==> config.mk <==
export PLATFORM = sky130hd
export DESIGN_NAME = multi_threshold_detect
export DESIGN_NICKNAME = d
export VERILOG_FILES = /design/src/rtl/mtd_pkg.sv /design/src/rtl/mtd_channel.sv /design/src/rtl/multi_threshold_detect.sv
export SDC_FILE = /design/constraint.sdc
export NUM_CORES = 1
export LEC_CHECK = 0
export BUFFER_PORTS_ARGS = -buffer_cell sky130_fd_sc_hd__buf_2
export CORE_MARGIN = 5
export CORE_UTILIZATION = 50
export DETAILED_ROUTE_END_ITERATION = 10
export PLACE_DENSITY = 0.78
export SETUP_SLACK_MARGIN = 0.3
export SKIP_LAST_GASP = 1
export SLEW_MARGIN = 20
export SYNTH_ARGS = -nofsm -noshare
export SYNTH_HDL_FRONTEND = slang
export SYNTH_SLANG_ARGS = --single-unit
==> constraint.sdc <==
create_clock -name clk -period 2.54 [get_ports clk]
set_input_delay 0.762 -clock clk [delete_from_list [all_inputs] [get_ports clk]]
set_output_delay 0.762 -clock clk [all_outputs]
set_load 0.05 [all_outputs]
==> src/rtl/mtd_pkg.sv <==
// -----------------------------------------------------------------------------
// mtd_pkg
// Shared definitions for the multi-channel hysteresis threshold detector:
//   - per-channel FSM state encoding
//   - default arming/release thresholds applied at reset
// -----------------------------------------------------------------------------
package mtd_pkg;

    typedef enum logic [1:0] {
        ST_ARMED = 2'd0,
        ST_HIGH  = 2'd1,
        ST_HOLD  = 2'd2
    } mtd_state_t;

    // Reset thresholds of the single-channel detector this block replaces;
    // truncated to the sample width where they are applied.
    localparam int unsigned THR_HIGH_DEFAULT = 800;
    localparam int unsigned THR_LOW_DEFAULT  = 400;

endpackage

==> src/rtl/mtd_channel.sv <==
// -----------------------------------------------------------------------------
// mtd_channel
// One hysteresis detector channel: ARMED -> HIGH on a qualified sample at or
// above thr_high, HIGH -> HOLD (or straight to ARMED when hold_cycles is 0) on
// a qualified sample at or below thr_low, HOLD counts down to re-arm.
//
// Ports:
//   clk, rst      clock, synchronous active-high reset
//   sample        channel sample (unsigned)
//   sample_valid  sample qualifier; unqualified samples never cause transitions
//   thr_high      arming threshold (inclusive)
//   thr_low       release threshold (inclusive)
//   hold_cycles   hold-off length loaded on release
//   fire          combinational: arming crossing happens at the coming edge
//   detect        registered one-cycle pulse following an arming crossing
// -----------------------------------------------------------------------------
module mtd_channel
    import mtd_pkg::*;
#(
    parameter int unsigned CNTR_WIDTH = 10,
    parameter int unsigned HOLD_WIDTH = 8
) (
    input  logic                  clk,
    input  logic                  rst,
    input  logic [CNTR_WIDTH-1:0] sample,
    input  logic                  sample_valid,
    input  logic [CNTR_WIDTH-1:0] thr_high,
    input  logic [CNTR_WIDTH-1:0] thr_low,
    input  logic [HOLD_WIDTH-1:0] hold_cycles,
    output logic                  fire,
    output logic                  detect
);

    mtd_state_t            state_q;
    mtd_state_t            state_d;
    logic [HOLD_WIDTH-1:0] hold_q;
    logic [HOLD_WIDTH-1:0] hold_d;

    always_ff @(posedge clk) begin
        if (rst) begin
            state_q <= ST_ARMED;
            hold_q  <= '0;
            detect  <= 1'b0;
        end else begin
            state_q <= state_d;
            hold_q  <= hold_d;
            detect  <= fire;
        end
    end

    always_comb begin
        state_d = state_q;
        hold_d  = hold_q;
        fire    = 1'b0;
        case (state_q)
            ST_ARMED: begin
                if (sample_valid && (sample >= thr_high)) begin
                    state_d = ST_HIGH;
                    fire    = 1'b1;
                end
            end
            ST_HIGH: begin
                if (sample_valid && (sample <= thr_low)) begin
                    if (hold_cycles == '0) begin
                        state_d = ST_ARMED;
                    end else begin
                        state_d = ST_HOLD;
                        hold_d  = hold_cycles;
                    end
                end
            end
            ST_HOLD: begin
                // Samples are ignored here; the count runs every cycle and the
                // channel re-arms on the edge after the count reaches 1.
                if (hold_q <= HOLD_WIDTH'(1)) begin
                    state_d = ST_ARMED;
                end else begin
                    hold_d = hold_q - HOLD_WIDTH'(1);
                end
            end
            default: begin
                state_d = ST_ARMED;
            end
        endcase
    end

endmodule

==> src/rtl/multi_threshold_detect.sv <==
// -----------------------------------------------------------------------------
// multi_threshold_detect
// N_CH-channel hysteresis threshold detector with runtime thresholds, hold-off,
// first-event record and per-channel detect timestamps.
//
// Build option:
//   MTD_TIMESTAMP_EN  defined: free-running timestamp counter and per-channel
//                     ts capture; undefined: ts is tied to 0.
//
// Ports:
//   clk, rst      clock, synchronous active-high reset
//   cntr          packed samples, channel i at [i*CNTR_WIDTH +: CNTR_WIDTH]
//   cntr_valid    per-channel sample qualifier
//   cfg_load      latch thr_high/thr_low/hold_cycles (effective next cycle)
//   thr_high      arming threshold
//   thr_low       release threshold
//   hold_cycles   hold-off length in clk cycles
//   evt_clr       clear first-event record (a same-cycle detect wins)
//   detect        one-cycle pulse per channel per arming crossing
//   first_valid   first-event record holds data
//   first_ch      lowest-index channel of the first detect since clear
//   ts            packed per-channel timestamp of the last detect
// -----------------------------------------------------------------------------
module multi_threshold_detect
    import mtd_pkg::*;
#(
    parameter  int unsigned CNTR_WIDTH = 10,
    parameter  int unsigned N_CH       = 4,
    parameter  int unsigned HOLD_WIDTH = 8,
    parameter  int unsigned TS_WIDTH   = 16,
    localparam int unsigned CH_W       = (N_CH > 1) ? $clog2(N_CH) : 1
) (
    input  logic                       clk,
    input  logic                       rst,
    input  logic [N_CH*CNTR_WIDTH-1:0] cntr,
    input  logic [N_CH-1:0]            cntr_valid,
    input  logic                       cfg_load,
    input  logic [CNTR_WIDTH-1:0]      thr_high,
    input  logic [CNTR_WIDTH-1:0]      thr_low,
    input  logic [HOLD_WIDTH-1:0]      hold_cycles,
    input  logic                       evt_clr,
    output logic [N_CH-1:0]            detect,
    output logic                       first_valid,
    output logic [CH_W-1:0]            first_ch,
    output logic [N_CH*TS_WIDTH-1:0]   ts
);

    localparam logic [CNTR_WIDTH-1:0] THR_HIGH_RST = CNTR_WIDTH'(THR_HIGH_DEFAULT);
    localparam logic [CNTR_WIDTH-1:0] THR_LOW_RST  = CNTR_WIDTH'(THR_LOW_DEFAULT);

    logic [CNTR_WIDTH-1:0] thr_high_q;
    logic [CNTR_WIDTH-1:0] thr_low_q;
    logic [HOLD_WIDTH-1:0] hold_q;
    logic [N_CH-1:0]       fire;
    logic                  any_fire;
    logic [CH_W-1:0]       first_idx;

    // Configuration registers
    always_ff @(posedge clk) begin
        if (rst) begin
            thr_high_q <= THR_HIGH_RST;
            thr_low_q  <= THR_LOW_RST;
            hold_q     <= '0;
        end else if (cfg_load) begin
            thr_high_q <= thr_high;
            thr_low_q  <= thr_low;
            hold_q     <= hold_cycles;
        end
    end

    // Channel FSMs
    for (genvar g = 0; g < N_CH; g++) begin : g_ch
        mtd_channel #(
            .CNTR_WIDTH (CNTR_WIDTH),
            .HOLD_WIDTH (HOLD_WIDTH)
        ) u_ch (
            .clk          (clk),
            .rst          (rst),
            .sample       (cntr[g*CNTR_WIDTH +: CNTR_WIDTH]),
            .sample_valid (cntr_valid[g]),
            .thr_high     (thr_high_q),
            .thr_low      (thr_low_q),
            .hold_cycles  (hold_q),
            .fire         (fire[g]),
            .detect       (detect[g])
        );
    end

    // Lowest-index firing channel: scan downward so the lowest hit wins.
    always_comb begin
        any_fire  = |fire;
        first_idx = '0;
        for (int unsigned i = N_CH; i > 0; i--) begin
            if (fire[i-1]) begin
                first_idx = CH_W'(i - 1);
            end
        end
    end

    // First-event record; a detect in the clear cycle re-latches immediately.
    always_ff @(posedge clk) begin
        if (rst) begin
            first_valid <= 1'b0;
            first_ch    <= '0;
        end else if (any_fire && (!first_valid || evt_clr)) begin
            first_valid <= 1'b1;
            first_ch    <= first_idx;
        end else if (evt_clr) begin
            first_valid <= 1'b0;
        end
    end

`ifdef MTD_TIMESTAMP_EN
    logic [TS_WIDTH-1:0]      ts_cnt;
    logic [N_CH*TS_WIDTH-1:0] ts_q;

    // Captures use the counter value before this edge's increment, so all
    // channels firing together record the same stamp.
    always_ff @(posedge clk) begin
        if (rst) begin
            ts_cnt <= '0;
            ts_q   <= '0;
        end else begin
            ts_cnt <= ts_cnt + TS_WIDTH'(1);
            for (int unsigned i = 0; i < N_CH; i++) begin
                if (fire[i]) begin
                    ts_q[i*TS_WIDTH +: TS_WIDTH] <= ts_cnt;
                end
            end
        end
    end

    assign ts = ts_q;
`else
    assign ts = '0;
`endif

endmodule
==> results.toml <==
[run_status]
status = "complete, no violations"

[final_layout]
final_area_um2 = 7830
syn_to_final_growth_pct = 29.0
fin_util_pct = 65.4
num-fill-cells = 960
fin_cells = 1028
layout.nets = 1040
diodes = 0
layout-drive-gt1-share_pct = 32.0

[place]
portBuffers = 82
dp_cells = 1001
dp_hpwl_mm = 13.1
placed_area_um2 = 7090
gp_congestion = 0.873
dp_slack_ns = -0.196

[power_and_ir_drop]
p_clk_share_pct = 35.2
netSwitchingFraction_pct = 36.3
p_per_area_nw_per_um2 = 500
p_int_mw = 2.49
power_frac_comb_pct = 32.1
pwr-share-seq_pct = 32.7
finalPower_mw = 3.91
leakagePower_nw = 3.42
power_switching_mw = 1.42
peakVddDrop_mv = 0.347

[global_routing]
grt_pass1_wl_mm = 27.2
grt_pass1_vias = 5535
grt_max_degree = 69
track_usage_pct = 23.4
grt-ovfl-total = 0
antenna_found_initial = 0

[timing]
layout_min_cycle_time_ns = 2.37
rsz0062_at_grt = "yes"
fmax_ghz = 0.423
tightest_slew_ns = 0.680
setup_slack_ns = 0.174
setup_violations = 0
slew_violations = 0
hold_viol_final = 0
hold_ws_ns = 0.474
clock_skew_ns = 0.0141
relSlewSlack_pct = 54.4
finalCritPeriodShare_pct = 93.2
setup_tns_ns = 0

[drt]
wl_met2_mm = 8.31
first_pass_iters = 6
highest_layer = "met4"
viasPerCell = 5.70
m1WireLength_mm = 7.38
wl_per_cell_um = 17.1
dr.first_iter.drc_count = 435
drt_wl_total_mm = 17.6
drc_errors = 0
routed-wl-met3_mm = 1.38
detail-route-antenna-nets = 0
via_count = 5863

[setup_path]
r2r-start = "thr_low_q[7]"
r2r-end = "g_ch[1].u_ch.hold_q[7]"
worst-r2r-cell-count = 9
path_class = "reg -> reg"
critPathRequiredTime_ns = 2.82
setup.worst_path.start_class = "flip-flop"
crit_arrival_ns = 2.64
regToRegSetupSlack_ns = 0.17
setup.worst_path.end_class = "flip-flop"
cp_max_fo = 5

[yosys]
postSynth.asyncResetShare_pct = 0
synthesis.area_um2 = 6070
avgSynthCellArea_um2 = 8.20
synth_seq_cells = 75
synthCells = 740
synth-edff-count = 0
yosysSeqAreaShare_pct = 24.8
ys_warn_count = 0
yosysUniqueCellTypes = 65
synthFlopType = "dfxtp_1"

[worst_hold_path]
hold_depth = 2
min_path_type = "reg -> reg"
worstHoldStart = "g_ch[3].u_ch.hold_q[4]"
min_to = "g_ch[3].u_ch.hold_q[4]"

[clocking]
cts_made_buffers = 9
clock_latency_ns = 0.35
cts-root-buf = "clkbuf_16"
clk_path_buf_depth = 2
cts_tree = "done"
h-tree-depth = 3
path_clk_slew_ns = 0.07
clock_sinks = 75

[floorplan]
ios = 147
die_x_um = 120
coreArea_um2 = 12000
die_h_um = 120
row_count = 40
die_area_um2 = 14400
initial_core_util_pct = 50.7

[run]
maxCapViolCount = 0
[Yosys cell counts, drive strengths merged (4+ instances only)]
cell / count / area [µm²]
nand4: 12 / 75.1
mux2i: 26 / 260
and4: 4 / 35.0
a21oi: 67 / 339
ha: 88 / 1100
nand3: 9 / 45.0
clkbuf: 16 / 60.1
dfxtp: 75 / 1500
a31oi: 6 / 37.5
o21ai: 42 / 210
nor3b: 5 / 37.5
nor2: 70 / 270
a21o: 6 / 45.0
or3: 6 / 42.5
nand2: 42 / 158
nand2b: 23 / 144
or2: 11 / 68.8
buf: 78 / 587
and3: 4 / 25.0
o32ai: 10 / 87.6
inv: 41 / 154
o21a: 5 / 37.5
nor2b: 8 / 50.1
a211oi: 9 / 72.6
o211ai: 7 / 52.6
nor3: 19 / 95.1
nor4: 5 / 31.3
o2111ai: 4 / 35.0
or4: 5 / 45.0
[critical path, stage by stage (launching register included)]
cell,delay (ns)
dfxtp_2,0.34
clkinvlp_4,0.20
ha_1,0.37
nand4_1,0.17
inv_1,0.10
a2111oi_4,0.36
o221ai_2,0.18
buf_4,0.18
or2_2,0.28
a21oi_1,0.11
[timing repair]
| action | CTS | global route |
|---|---|---|
| setup buffers | 7 | 3 |
| pin swaps | 15 | 29 |
| cloned | 1 | 0 |
| hold buffers | 0 | 0 |
| gates resized for setup | 31 | 45 |
| endpoints found under the setup margin | 21 | 39 |
[kinds of logic after synthesis]
group,Yosys count,synth area share (%)
AOI/OAI and AO/OA,182,19.7
adders and majority gates,88,18.2
buffers and inverters,136,13.3
DFF,75,24.8
muxes,29,4.85
other,1,0.0618
and+or+nand+nor,229,19.2
[worst max path at each step]
stage	from	endpoint	slack, ns	cells after the start
global route	thr_low_q[7]	g_ch[1].u_ch.hold_q[7]	0.07	9
CTS	thr_low_q[7]	g_ch[3].u_ch.hold_q[0]	0.24	9
detailed placement	cntr[30]	g_ch[3].u_ch.hold_q[4]	-0.20	11
global placement	cntr[19]	g_ch[1].u_ch.hold_q[5]	-0.12	9
floorplan	cntr[39]	g_ch[3].u_ch.hold_q[0]	0.23	7
finish	thr_low_q[7]	g_ch[1].u_ch.hold_q[7]	0.17	9
[flip-flops by register name, indices dropped and copies added (netlist names)]
| register | flops |
|---|---|
| first_ch | 2 |
| first_valid | 1 |
| g_ch.u_ch.detect | 4 |
| g_ch.u_ch.hold_q | 32 |
| g_ch.u_ch.state_q | 8 |
| hold_q | 8 |
| thr_high_q | 10 |
| thr_low_q | 10 |
[per-layer routing]
layer | vias up | global-route usage, %
met1 | 2727 | 31.1
met4 | 0 | 7.80
met2 | 275 | 38.9
li1 | 2815 | -
met5 | - | 0
met3 | 46 | 3.58
[power groups by stage]
stage	Clock, mW	Combinational [mW]	Sequential (mW)
after floorplan	0	0.844	1.32
after global placement	0	1.09	1.30
after detailed placement	0	1.12	1.30
after CTS	1.39	1.17	1.28
after global routing	1.44	1.36	1.29
final	1.38	1.26	1.28
[final cells by class]
cell class | instances | area (µm²) | area share (%)
Clock inverter | 7 | 90.1 | 1.15
Clock buffer | 9 | 225 | 2.88
Timing Repair Buffer | 156 | 1050 | 13.4
Multi-Input combinational cell | 592 | 4610 | 58.8
Inverter | 42 | 174 | 2.22
Tap cell | 147 | 184 | 2.35
Sequential cell | 75 | 1500 | 19.2
[placed cells by master (no fill, tap or decap), types with 6 or more instances in the layout]
cell type / n
a21o_1: 6
a21oi_1: 52
a21oi_2: 15
a31oi_1: 6
buf_2: 78
buf_4: 63
buf_6: 12
clkbuf_16: 9
conb_1: 64
dfxtp_1: 74
ha_1: 60
ha_4: 28
inv_1: 32
inv_2: 7
mux2i_1: 26
nand2_1: 42
nand2b_1: 23
nand3_1: 8
nand4_1: 12
nor2_1: 69
nor2b_1: 8
nor3_1: 13
nor3_2: 6
o211ai_1: 7
o21ai_0: 18
o21ai_1: 14
o21ai_2: 10
o32ai_1: 7
or2_4: 7
Power figures use the tool's default switching activity.
